**src/rtl/sme_host_driver.sv**
```systemverilog
// Initiator-side driver for the string-match engine: buffers one string and one
// pattern, streams them framed by isstring/ispattern, then captures the result.
module sme_host_driver #(
   parameter int TIMEOUT = 64
) (
   input  logic       clk,
   input  logic       reset,
   input  logic [7:0] wdata,
   input  logic       str_we,
   input  logic [4:0] str_waddr,
   input  logic       pat_we,
   input  logic [2:0] pat_waddr,
   input  logic [5:0] str_len,
   input  logic [3:0] pat_len,
   input  logic       send_string,
   input  logic       start,
   output logic       busy,
   output logic       done,
   output logic       res_match,
   output logic [4:0] res_index,
   output logic       res_timeout,
   output logic [7:0] chardata,
   output logic       isstring,
   output logic       ispattern,
   input  logic       valid,
   input  logic       match,
   input  logic [4:0] match_index
);

   typedef enum logic [2:0] {
      S_IDLE,
      S_SEND_STR,
      S_SEND_PAT,
      S_WAIT,
      S_FINISH
   } state_t;

   localparam logic [7:0] WAIT_LAST = 8'(TIMEOUT - 1);

   state_t     state_q;
   logic [7:0] str_buf_q [32];
   logic [7:0] pat_buf_q [8];
   logic [5:0] slen_q;
   logic [3:0] plen_q;
   logic [5:0] idx_q;
   logic [7:0] wcnt_q;

   logic       busy_q;
   logic       done_q;
   logic       res_match_q;
   logic [4:0] res_index_q;
   logic       res_timeout_q;
   logic [7:0] chardata_q;
   logic       isstring_q;
   logic       ispattern_q;

   logic [5:0] str_len_c;
   logic [3:0] pat_len_c;
   logic       str_wr_d;
   logic       pat_wr_d;

   assign str_len_c = (str_len > 6'd32) ? 6'd32 : str_len;
   assign pat_len_c = (pat_len > 4'd8)  ? 4'd8  : pat_len;

   // A buffer is locked only while it is the one being streamed out.
   assign str_wr_d = str_we && (state_q != S_SEND_STR);
   assign pat_wr_d = pat_we && (state_q != S_SEND_PAT);

   always_ff @(posedge clk) begin
      if (!reset) begin
         for (int i = 0; i < 32; i++) str_buf_q[i] <= 8'h00;
         for (int i = 0; i < 8; i++)  pat_buf_q[i] <= 8'h00;
      end else begin
         if (str_wr_d) str_buf_q[str_waddr] <= wdata;
         if (pat_wr_d) pat_buf_q[pat_waddr] <= wdata;
      end
   end

   always_ff @(posedge clk) begin
      if (!reset) begin
         state_q       <= S_IDLE;
         slen_q        <= 6'd0;
         plen_q        <= 4'd0;
         idx_q         <= 6'd0;
         wcnt_q        <= 8'd0;
         busy_q        <= 1'b0;
         done_q        <= 1'b0;
         res_match_q   <= 1'b0;
         res_index_q   <= 5'd0;
         res_timeout_q <= 1'b0;
         chardata_q    <= 8'h00;
         isstring_q    <= 1'b0;
         ispattern_q   <= 1'b0;
      end else begin
         done_q <= 1'b0;
         case (state_q)
            S_IDLE: begin
               chardata_q  <= 8'h00;
               isstring_q  <= 1'b0;
               ispattern_q <= 1'b0;
               if (start && (pat_len_c != 4'd0)) begin
                  busy_q  <= 1'b1;
                  slen_q  <= str_len_c;
                  plen_q  <= pat_len_c;
                  idx_q   <= 6'd0;
                  state_q <= (send_string && (str_len_c != 6'd0)) ? S_SEND_STR : S_SEND_PAT;
               end
            end
            S_SEND_STR: begin
               chardata_q  <= str_buf_q[idx_q[4:0]];
               isstring_q  <= 1'b1;
               ispattern_q <= 1'b0;
               if (idx_q == slen_q - 6'd1) begin
                  idx_q   <= 6'd0;
                  state_q <= S_SEND_PAT;
               end else begin
                  idx_q <= idx_q + 6'd1;
               end
            end
            S_SEND_PAT: begin
               // One extra step after the last character drops the strobes, so
               // WAIT begins on the first cycle with both strobes low.
               if (idx_q < {2'b00, plen_q}) begin
                  chardata_q  <= pat_buf_q[idx_q[2:0]];
                  isstring_q  <= 1'b0;
                  ispattern_q <= 1'b1;
                  idx_q       <= idx_q + 6'd1;
               end else begin
                  chardata_q  <= 8'h00;
                  isstring_q  <= 1'b0;
                  ispattern_q <= 1'b0;
                  wcnt_q      <= 8'd0;
                  state_q     <= S_WAIT;
               end
            end
            S_WAIT: begin
               if (valid) begin
                  res_match_q   <= match;
                  res_index_q   <= match_index;
                  res_timeout_q <= 1'b0;
                  done_q        <= 1'b1;
                  busy_q        <= 1'b0;
                  state_q       <= S_FINISH;
               end else if (wcnt_q == WAIT_LAST) begin
                  res_match_q   <= 1'b0;
                  res_index_q   <= 5'd0;
                  res_timeout_q <= 1'b1;
                  done_q        <= 1'b1;
                  busy_q        <= 1'b0;
                  state_q       <= S_FINISH;
               end else begin
                  wcnt_q <= wcnt_q + 8'd1;
               end
            end
            S_FINISH: begin
               state_q <= S_IDLE;
            end
            default: begin
               state_q <= S_IDLE;
            end
         endcase
      end
   end

   assign busy        = busy_q;
   assign done        = done_q;
   assign res_match   = res_match_q;
   assign res_index   = res_index_q;
   assign res_timeout = res_timeout_q;
   assign chardata    = chardata_q;
   assign isstring    = isstring_q;
   assign ispattern   = ispattern_q;

endmodule

```
**config.mk**
```make
export PLATFORM = sky130hd
export DESIGN_NAME = sme_host_driver
export DESIGN_NICKNAME = d
export VERILOG_FILES = /design/src/rtl/sme_host_driver.sv
export SDC_FILE = /design/constraint.sdc
export NUM_CORES = 1
export LEC_CHECK = 0
export ABC_AREA = 0
export CAP_MARGIN = 20
export CORE_UTILIZATION = 66
export CTS_CLUSTER_DIAMETER = 150
export CTS_CLUSTER_SIZE = 10
export DETAILED_ROUTE_END_ITERATION = 12
export PLACE_DENSITY = 0.85
export SLEW_MARGIN = 30
export SYNTH_ARGS = -nofsm -noshare
export SYNTH_HDL_FRONTEND = slang
export SYNTH_SLANG_ARGS = --single-unit
```
**constraint.sdc**
```tcl
create_clock -name clk -period 4.85 [get_ports clk]
set_clock_uncertainty 0.05 [all_clocks]
set_input_delay 0.97 -clock clk [delete_from_list [all_inputs] [get_ports clk]]
set_output_delay 0.97 -clock clk [all_outputs]
set_load 0.005 [all_outputs]
```
# --- Word-level counts from Yosys, hierarchy flattened ---
# Memories as Yosys holds them, arrays and structs flattened. A register that Yosys moved wholly into a read port is not among the register bits.
# Cells that the tools add are included.
totals:
  memories: 2
  out_inout_bits: 19
  wordCells: 109
  register_bits: 46
  ram_bits: 320
  in_bits: 39
mem_list:
  columns: ["name", "words", "width", "read_ports", "rd_clocked_by_memory_dff", "write_ports", "line_no", "source"]
  rows:
  - ["str_buf_q", 32, 8, 1, 1, 32, "41", "logic [7:0] str_buf_q [32];"]
  - ["pat_buf_q", 8, 8, 1, 1, 8, "42", "logic [7:0] pat_buf_q [8];"]
classes:
  order_cmp: 3
  n_mux: 50
  add_sub_neg: 3
  n_reduce_logical: 24
  n_eq_ne: 14
ops:
  columns: ["operator", "n"]
  rows:
  - ["8-bit 2-to-1 mux", 6]
  - ["5-bit 2-to-1 mux", 5]
  - ["3-bit 2-to-1 mux", 8]
  - ["6-bit 2-to-1 mux", 4]
  - ["8-bit case mux with 3 select lines", 1]
  - ["1-bit 2-to-1 mux", 18]
  - ["6-bit case mux with 3 select lines", 1]
  - ["8-bit case mux with 2 select lines", 1]
  - ["8-bit OR reduction", 2]
  - ["2-bit inequality test, second input constant", 6]
  - ["3-bit case mux with 4 select lines", 1]
  - ["2-bit nonzero test", 5]
  - ["8-bit by 1-bit adder with 8-bit output, second input constant", 1]
  - ["8-bit by 6-bit == test with 1-bit output, second input constant", 1]
  - ["4-bit AND reduction", 2]
  - ["6-bit by 1-bit adder with 6-bit output, second input constant", 1]
  - ["3-bit by 2-bit == test with 1-bit output, second input constant", 2]
  - ["6-bit == test", 1]
  - ["6-bit > comparator, second input constant", 1]
  - ["6-bit by 4-bit < comparator with 1-bit output", 1]
  - ["1-bit case mux with 2 select lines", 3]
  - ["2-bit AND reduction", 3]
  - ["3-bit AND reduction", 2]
  - ["6-bit nonzero test", 1]
  - ["13 further kinds", 17]

# --- Depth between registers and ports, before layout ---
depth:
  word_depth: 8
  ltp_mapped: 8
  mapped_depth_nobuf: 8

# --- Worst setup path before layout ---
# OpenSTA, ideal clock, no wires.
synth_path:
  path_type: "input-to-reg"
  from: "input str_waddr[1]"
  to: "memory str_buf_q[12][0], enable pin"
  path_buffers: 2
  stages: 4
  required_ns: 4.416
  path_slack_ns: 2.164
  t_arrival_ns: 2.252
  setup_ns: 0.384
  cell_sequence: "or2_2 -> buf_1 -> clkbuf_1 -> o21ai_0"
synth_rtl:
  columns: ["item", "line_no", "source"]
  rows:
  - ["from (decl)", "10", "input logic [4:0] str_waddr,"]
  - ["to (decl)", "41", null]

==> flow_metrics.env <==
export IMPL_status="finished clean"
export IMPL_hold_path_cell_count=2
export IMPL_synthCells=1231
export IMPL_worstMarginPinSlew_ns=0.9878
export IMPL_viasPerCell=6.486
export IMPL_grt_pass1_vias=10690
export IMPL_finalSetupViolations=0
export IMPL_max_vdd_ir_drop_uv=323.8
export IMPL_synth_cell_types=61
export IMPL_arrival_ns=3.26
export IMPL_synthMuxAreaShare=0.1146
export IMPL_htreeDepth=2
export IMPL_cts_sinks=371
export IMPL_synth_top_family_by_area="simple AND/OR/NAND/NOR gates"
export IMPL_synthArstFlopShare=0
export IMPL_syn_nets=1276
export IMPL_max_slew_margin=0.3415
export IMPL_hold_viol=0
export IMPL_crit_buf_inv=1
export IMPL_dieHeight_um=163.1
export IMPL_synth_seq_cells=371
export IMPL_holdPathEnd="plen_q[1]"
export IMPL_synth_simple_area_share=0.1769
export IMPL_cp_top_family="compound AO/OA/AOI/OAI gates"
export IMPL_worst_skew_pair_late_latency_ns=0.54
export IMPL_fin_crit_sh=0.6505
export IMPL_drc=0
export IMPL_hold_path_class="reg2reg"
export IMPL_rsz0062_at_grt="no"
export IMPL_drv_cap=0
export IMPL_grt_use_total=0.3060
export IMPL_synth_edf_count=320
export IMPL_cts_buffer_depth=3
export IMPL_r2r_slack_ns=1.95
export IMPL_cts_root_buf="clkbuf_16"
export IMPL_final_common_cell="and2_1"
export IMPL_overflow=0
export IMPL_cp_common_cell="nand2_1"
export IMPL_power_density_nw_per_um2=401.0
export IMPL_tns_ns=0
export IMPL_leakage_uw=0.006680
export IMPL_fin_hold_ws_ns=0.3970
export IMPL_ys_top_cells_by_area="edfxtp_1 56%, and2_1 12%, mux4_2 11%"
export IMPL_place_port_buffers=57
export IMPL_layout_common_cells="326 x and2_1, 320 x edfxtp_1, 80 x mux4_2"
export IMPL_grt_max_degree=72
export IMPL_cts_hold_buffers=0
export IMPL_drive_gt1_frac=0.1369
export IMPL_areaGrowthSynthToFinish_pct=11.37
export IMPL_io_pin_count=58
export IMPL_cpPeakStageDelay_ns=0.81
export IMPL_path_max_fanout=8
export IMPL_routed_wl_mm=38.67
export IMPL_post_route_min_period_ns=3.155
export IMPL_reg2reg_depth=5
export IMPL_finalNetCount=1322
export IMPL_cp_slowest_cell="o21ai_0"
export IMPL_yosysTopAreaCell="edfxtp_1"
export IMPL_antenna_found_initial=1
export IMPL_detail_route_wl_per_cell_um=23.81
export IMPL_multi_input_area_um2=6108
export IMPL_critPathKind="in2reg"
export IMPL_synth_fa_ha_area_frac=0.004385
export IMPL_fp_dieArea_um2=26590
export IMPL_r2r_start="state_q[2]"
export IMPL_drt_initial_drc_count=1422
export IMPL_synth_top_area_frac=0.5612
export IMPL_synth_compound_gate_area_share=0.05167
export IMPL_required_ns=4.96
export IMPL_cts_setup_buffers=0
export IMPL_dr_pass1_iters=5
export IMPL_post_dp_hpwl_mm=24.38
export IMPL_num_vias=10530
export IMPL_slew_viol_final=0
export IMPL_synth_xor_area_share=0.009208
export IMPL_gp_congestion=0.8847
export IMPL_start_util=0.6760
export IMPL_avgSynthCellArea_um2=13.91
export IMPL_grt_pass1_wl_mm=60.26
export IMPL_min_from="plen_q[1]"
export IMPL_synth_cell_area_um2=17120
export IMPL_synth_warnings=0
export IMPL_crit_path_end_kind="flip-flop"
export IMPL_crit_chain="clkdlybuf4s50_1, nand2_1, a21oi_1, and2_1, nand2_1, o21ai_0"
export IMPL_max_freq_mhz=317.0
export IMPL_fillCellCount=1510
export IMPL_cts_resized_gates=0
export IMPL_ant_nets=0
export IMPL_cts_made_buffers=43
export IMPL_num_rows=58
export IMPL_die_width_um=163.1
export IMPL_clk_pin_slew_ns=0.05
export IMPL_r2r_end="str_buf_q[5][1]"
export IMPL_synthFlopType="edfxtp_1"
export IMPL_regArea_um2=10640
export IMPL_core_area_um2=25330
export IMPL_cts_tree="built"
export IMPL_yosysSeqAreaShare=0.6209
export IMPL_crit_path_start_kind="input port"
## stage by stage
| step | util | instance area (um2) | power (uW) | cells | setup WS, ns |
|---|---|---|---|---|---|
| final | 0.7529 | 19070 | 7646 | 1624 | 1.695 |
| after CTS | 0.7528 | 19070 | 7662 | 1623 | 1.629 |
| after global routing | 0.7528 | 19070 | 7878 | 1623 | 1.626 |
| after global placement | 0.7059 | 17880 | 4825 | 1562 | 1.311 |
| after detailed placement | 0.7059 | 17880 | 4860 | 1562 | 1.131 |
| after floorplan | - | 17120 | 4549 | 1231 | 2.164 |
## cell type report
cell class | instances | share of cell area
Multi-Input combinational cell | 775 | 0.3203
Clock buffer | 58 | 0.06050
Sequential cell | 371 | 0.5578
Antenna cell | 1 | 0.0001312
Clock inverter | 3 | 0.001772
Timing Repair Buffer | 80 | 0.03661
Tap cell | 330 | 0.02165
Inverter | 6 | 0.001181
## report_power, final
part / leakage (uW) / internal (uW) / switching (uW) / total (uW)
registers: 0.00372 / 3610 / 157 / 3770
clock network: 0.000575 / 1640 / 1200 / 2840
logic: 0.00238 / 474 / 562 / 1040
## logic make-up after synthesis
group / after synthesis
AO/OA/AOI/OAI: 130
XOR/XNOR: 18
adder cells (fa/ha/maj): 6
buffers and inverters: 85
flip-flops: 371
multiplexers: 96
AND/OR/NAND/NOR: 525
## worst max-delay path by stage
stage                             from               end  slack [ns]  cells past startpoint
after floorplan           str_waddr[1]  str_buf_q[12][0]        2.16                      4
after global placement          str_we   str_buf_q[5][2]        1.31                      6
after detailed placement        str_we  str_buf_q[10][7]        1.13                      6
after CTS                       str_we  str_buf_q[10][1]        1.63                      6
after global routing            str_we   str_buf_q[5][5]        1.63                      6
final                           str_we   str_buf_q[5][1]        1.70                      6
## cells in the mapped netlist (all sizes together), types with 2 or more instances
| cell type | number |
|---|---|
| ha | 6 |
| a22oi | 12 |
| a21o | 3 |
| a21oi | 8 |
| nor3 | 8 |
| edfxtp | 320 |
| xor2 | 8 |
| or3 | 4 |
| nand2b | 9 |
| xnor2 | 10 |
| o22ai | 8 |
| nand2 | 54 |
| a211oi | 11 |
| inv | 6 |
| nand3 | 24 |
| nor3b | 2 |
| nor2b | 12 |
| a22o | 15 |
| a21boi | 13 |
| or2 | 2 |
| mux2i | 16 |
| clkbuf | 52 |
| dfxtp | 51 |
| nor2 | 59 |
| o211ai | 2 |
| buf | 27 |
| mux4 | 80 |
| o21ai | 50 |
| nand3b | 10 |
| and3 | 2 |
| nand4 | 8 |
| and2 | 326 |
## routing by layer
layer  routed length (um)  part of all wire  GRT usage
met1                15130              0.39     0.4129
met3                 3610             0.093    0.05536
met4                 1240             0.032     0.1172
met5                    0                 0          0
met2                18690              0.48     0.4996
## flip-flops by register name, summed over array words and instances, names as in the netlist, named ones only
name and flops:
idx_q 6, slen_q 6, res_match 1, res_index 5, str_buf_q 256, ispattern 1
res_timeout 1, state_q 3, isstring 1, chardata 8, busy 1, done 1
pat_buf_q 64, plen_q 4, wcnt_q 8
## worst min-delay path, cell delays in order (launching register included)
cell and delay, ns:
dfxtp_1 0.30, nand2_1 0.05, a21boi_1 0.05
Note: power is estimated with default switching activity, not from simulation.
